==> src/rtl/piso_dir_tx.sv <==
// Parallel-in, serial-out transmitter with a per-word shift direction.
// A word is loaded through a valid/ready handshake, then sent one bit per shift_en, framed by sof and done.
module piso_dir_tx #(
  parameter  int WIDTH = 4,
  localparam int CNT_W = (WIDTH > 1) ? $clog2(WIDTH) : 1
) (
  input  logic             clk,
  input  logic             reset,
  input  logic             load_valid,
  output logic             load_ready,
  input  logic [WIDTH-1:0] pdata,
  input  logic             l,
  input  logic             shift_en,
  output logic             dout,
  output logic             dout_valid,
  output logic             sof,
  output logic             busy,
  output logic             done
);

  localparam logic [0:0]       IDLE  = 1'b0;
  localparam logic [0:0]       SHIFT = 1'b1;
  localparam logic [CNT_W-1:0] LAST  = CNT_W'(WIDTH - 1);

  logic [0:0]       state_reg;
  logic [WIDTH-1:0] shift_reg;
  logic [WIDTH-1:0] shift_next;
  logic [CNT_W-1:0] cnt_reg;
  logic             dir_reg;

  // dir_reg=0 sends MSB-first (shift left), dir_reg=1 sends LSB-first (shift right).
  always_comb begin
    shift_next = dir_reg ? (shift_reg >> 1) : (shift_reg << 1);
  end

  assign load_ready = (state_reg == IDLE);

  always_ff @(posedge clk or negedge reset) begin
    if (!reset) begin
      state_reg  <= IDLE;
      shift_reg  <= '0;
      cnt_reg    <= '0;
      dir_reg    <= 1'b0;
      dout       <= 1'b0;
      dout_valid <= 1'b0;
      sof        <= 1'b0;
      busy       <= 1'b0;
      done       <= 1'b0;
    end else begin
      done <= 1'b0;
      if (state_reg == IDLE) begin
        // shift_en is ignored on the accept edge so the first bit is always held a cycle.
        if (load_valid) begin
          shift_reg  <= pdata;
          dir_reg    <= l;
          cnt_reg    <= '0;
          state_reg  <= SHIFT;
          dout       <= l ? pdata[0] : pdata[WIDTH-1];
          dout_valid <= 1'b1;
          sof        <= 1'b1;
          busy       <= 1'b1;
        end
      end else if (shift_en) begin
        if (cnt_reg == LAST) begin
          state_reg  <= IDLE;
          dout       <= 1'b0;
          dout_valid <= 1'b0;
          sof        <= 1'b0;
          busy       <= 1'b0;
          done       <= 1'b1;
        end else begin
          cnt_reg   <= cnt_reg + 1'b1;
          sof       <= 1'b0;
          shift_reg <= shift_next;
          dout      <= dir_reg ? shift_next[0] : shift_next[WIDTH-1];
        end
      end
    end
  end

endmodule
==> config.mk <==
export PLATFORM = sky130hd
export DESIGN_NAME = piso_dir_tx
export DESIGN_NICKNAME = d
export VERILOG_FILES = /design/src/rtl/piso_dir_tx.sv
export SDC_FILE = /design/constraint.sdc
export NUM_CORES = 1
export LEC_CHECK = 0
export CORE_MARGIN = 5
export CORE_UTILIZATION = 35
export CTS_BUF_LIST = sky130_fd_sc_hd__clkbuf_8
export DETAILED_ROUTE_END_ITERATION = 10
export GPL_ROUTABILITY_DRIVEN = 0
export PLACE_DENSITY = 0.57
export SETUP_SLACK_MARGIN = 0.02
export SYNTH_ARGS = -nofsm -noshare
export SYNTH_HDL_FRONTEND = slang
export SYNTH_SLANG_ARGS = --single-unit
==> constraint.sdc <==
create_clock -name clk -period 1.4 [get_ports clk]
set_clock_uncertainty 0.05 [all_clocks]
set_input_delay 0.28 -clock clk [delete_from_list [all_inputs] [get_ports clk]]
set_output_delay 0.28 -clock clk [all_outputs]
set_load 0.02 [all_outputs]
Yosys cells after proc, flatten, opt, wreduce, memory -nomap -nowiden
Cells that the tools add are included.
W data, S select, Z words.
- add/sub/neg operators: 1
- equality and inequality tests: 4
- multiplexer cells: 28
- bitwise logic cells: 1
- reduce and logical (&&, ||, !) cells: 5
- operators with widths (kind ; number):
    $mux W4 ; 5
    $mux W1 ; 19
    $mux W2 ; 4
    $reduce_and A3 Y1 ; 2
    $ne A2 B2 Y1 const B ; 2
    $reduce_and A2 Y1 ; 2
    $add A2 B1 Y2 const B ; 1
    $eq A2 B2 Y1 const B ; 1
    $ne A2 B1 Y1 const B ; 1
    $reduce_bool A2 Y1 ; 1
    $not A1 Y1 ; 1
- bits in registers: 12
- input port bits: 9
- output and inout port bits: 6

Depth between registers and ports, before layout
- depth after elaboration: 5
- gate-level depth with buffers: 4
- depth with buffers taken out: 4

Worst setup path after synthesis
Ideal clock, no wire load.
- path kind: reg2reg
- start: reg cnt_reg[0]
- end: reg shift_reg[1]
- setup time: 0.130 ns
- arrival time: 1.102 ns
- required time: 1.220 ns
- path slack: 0.119 ns
- stages on the path, launching flop included: 5
- buffers on the path: 0
- period minus slack after synthesis: 1.281 ns
- path through: dfrtp_1 > ha_1 > nand2b_1 > a211oi_1 > o22ai_1
- word-level cells in the longest chain between the ends: 3
- ends and longest elaborated chain (item ; line ; text):
    start, declared ; 28 ; logic [CNT_W-1:0] cnt_reg;
    start signal, assigned ; 72 ; cnt_reg <= cnt_reg + 1'b1;
    $eq A2 B2 Y1 ; 64 ; if (cnt_reg == LAST) begin
    $ne A2 B2 Y1 (no line) ; -- ;
    $reduce_and A3 Y1 (no line) ; -- ;
    end signal, assigned ; 54 ; shift_reg <= pdata;
    end signal, assigned ; 74 ; shift_reg <= shift_next;
    end, declared ; 26 ; logic [WIDTH-1:0] shift_reg;
Every way passes these cells.
A chain may end at the register's enable or synchronous reset.

Worst setup path after layout
- start: reg dout
- end: out dout
- RTL lines (item ; line ; text):
    start, declared ; 14 ; output logic dout,
    start signal, assigned ; 58 ; dout <= l ? pdata[0] : pdata[WIDTH-1];
    start signal, assigned ; 75 ; dout <= dir_reg ? shift_next[0] : shift_next[WIDTH-1];
No word-level cell between the ends.

==> metrics.md <==
| Metric | Value |
|---|---|
| Hold buffers post-CTS | `0` |
| Vias in the first global route | `552` |
| Post-synth ARST share | `1.00` |
| Area contributors post-synth | `dfrtp_1 46%, mux2i_1 7.7%, a211oi_1 5.7%` |
| Htree depth | `1` |
| Total wire length | `1540 um` |
| PD cells | `2020 nW/um^2` |
| Root buffer cell | `clkbuf_8` |
| GRT Overall Usage | `0.128` |
| Skew-Pair Late Insertion Delay | `0.24 ns` |
| Final Max Tran Viols | `0` |
| Worst vdd ir | `0.00105 V` |
| Post-Syn Nets | `76` |
| R2R cell count | `4` |
| TritonCTS clock tree | `done` |
| Most used DFF post-synth | `dfrtp_1` |
| Rows | `15` |
| Buffers & Inverters on Critical Path | `1` |
| Starting Density | `0.374` |
| Die Span Y | `53.2 um` |
| Worst path cell trace | `dlygate4sd2_1` |
| CTS Buf Count | `3` |
| Ports | `15` |
| Worst setup margin | `0.0788 ns` |
| Reg2Reg Launch Point | `cnt_reg[0]` |
| Initial antenna violation count | `0` |
| Family with the most delay on the worst path | `flip-flops` |
| Worst R2R End | `shift_reg[3]` |
| Placed cell area | `861 sq um` |
| Yosys top cell by area | `dfrtp_1` |
| Startpoint types | `flop` |
| FF+latch count, synth | `12` |
| Critical-path top delay cell | `dfrtp_1` |
| Req. time, crit path | `1.07 ns` |
| Flop2flop setup slack | `0.12 ns` |
| Setup violations, final | `0` |
| Worst hold margin | `0.292 ns` |
| CP Class | `reg2out` |
| Share of cells above drive strength 1 | `0.207` |
| Final worst-path cycle share | `0.944` |
| WL/cell | `13.7 um` |
| Initial drt markers | `1` |
| Post-route DRC | `0` |
| Antenna diodes | `0` |
| Grt ovf | `0` |
| DRT Pass-1 Iters | `3` |
| Area grow syn2layout | `40.2%` |
| Worst Path Arrival | `0.99 ns` |
| Die Wd | `53.2 um` |
| Clk sinks | `12` |
| Commonest non-fill, non-tap cell in the layout | `dfrtp_1` |
| Nets | `100` |
| Vias after detailed routing | `542` |
| CP Max Fanout | `3` |
| RSZ-0062 raised after global routing | `false` |
| CORE AREA | `1750 sq um` |
| Critical Path Max Stage Delay | `0.39 ns` |
| Die area | `2830 sq um` |
| Ys Warns | `0` |
| Number of flip-flops in the largest register | `4` |
| Final HPWL DP | `1140 um` |
| Post-synth cell types | `28` |
| Status | `complete, no violations` |
| Worst-path clk slew | `0.05 ns` |
| Via density | `4.84` |
| Max Fclk | `757 MHz` |
| Slew headroom | `0.823` |
| CP endpoint kind | `output port` |
| Actual slew at the worst max-slew pin | `0.263 ns` |
| Fill cells | `168` |
| Area share of the largest cell type after synthesis | `0.460` |
| Port bufs | `14` |
| Post-synth EDFFs | `0` |
| Largest net degree at the start of global routing | `15` |
| Mapped Cells | `65` |
| Final hold viol count | `0` |
| Post-route cell area | `916 sq um` |
| Post-Syn Area | `653 sq um` |
| Post-place setup slack | `-0.218 ns` |
| Seq/Total Area, Yosys | `0.460` |
| Final min period | `1.32 ns` |
| First-pass GRT wire length | `2530 um` |
| Max_cap viols | `0` |
| Post-CTS setup buffers | `0` |
| Clock Path Buffers | `2` |
| DRT antenna net count | `0` |
| Leakage | `0.000432 uW` |
| Syn avg cell area | `10.0 sq um` |
| Hold Path Class | `in2async` |
| Most frequent cells in the layout | `12 x dfrtp_1, 9 x buf_4, 7 x clkdlybuf4s50_1, 6 x nand2_1` |
-- where the power goes --
| part | internal (uW) | leakage, uW | switching (uW) |
|---|---|---|---|
| Combinational | 440 | 0.000263 | 455 |
| Clock | 190 | 0.0000216 | 126 |
| Sequential | 511 | 0.000148 | 125 |
| Total | 1140 | 0.000432 | 707 |
-- repair_timing --
action,in CTS,in global routing
pin swaps,0,1
gates resized for setup,8,4
setup endpoints to repair,8,4
-- worst max-delay path by stage --
stage	from	to	slack, ns	depth (start not counted)
floorplan	cnt_reg[0]	shift_reg[1]	0.12	4
global placement	l	dout	-0.22	4
detailed placement	l	dout	-0.22	4
CTS	l	dout	0.03	4
global route	load_valid	shift_reg[3]	0.03	4
finish	dout	dout	0.08	1
-- cell usage after synthesis (all sizes together) (3+ instances only) --
cell and number:
a211oi 5, buf 4, dfrtp 12, mux2i 5, nand2 6, nor2 5, nor2b 3, o21ai 4
-- through the flow --
| step | total power, uW | setup TNS (ns) | std cells | utilization |
|---|---|---|---|---|
| finish | 1850 | 0 | 112 | 0.525 |
| global route | 1990 | 0 | 112 | 0.525 |
| CTS | 1840 | 0 | 112 | 0.517 |
| detailed placement | 1550 | -1.07 | 109 | 0.493 |
| global placement | 1550 | -0.914 | 109 | 0.493 |
| floorplan | 1210 | 0 | 65 | - |
-- metal layers --
metal  up-vias  track usage  wire, um
li1        278            -         -
met1       251        0.153       715
met2        10        0.202       714
met3         3       0.0423        84
met4         0       0.0638        23
met5         -            0         0
-- cell families (layout without fill, tap and decap cells) --
group	Yosys count	after routing	synth area share
compound gates	18	18	0.188
xor+xnor	1	1	0.0134
fa+ha+maj	2	2	0.0383
buf+inv	6	28	0.0594
flops	12	12	0.460
mux	5	5	0.0766
simple gates	21	21	0.165
-- area by class of cell --
type | count | area, sq um | area share
clock buffer | 3 | 41.3 | 0.0451
tap | 25 | 31.3 | 0.0342
sequential | 12 | 300 | 0.328
multi-input combinational | 47 | 332 | 0.362
timing repair buffer | 23 | 204 | 0.223
inverter | 2 | 7.51 | 0.00820
Note: power is estimated with default switching activity, not from simulation.
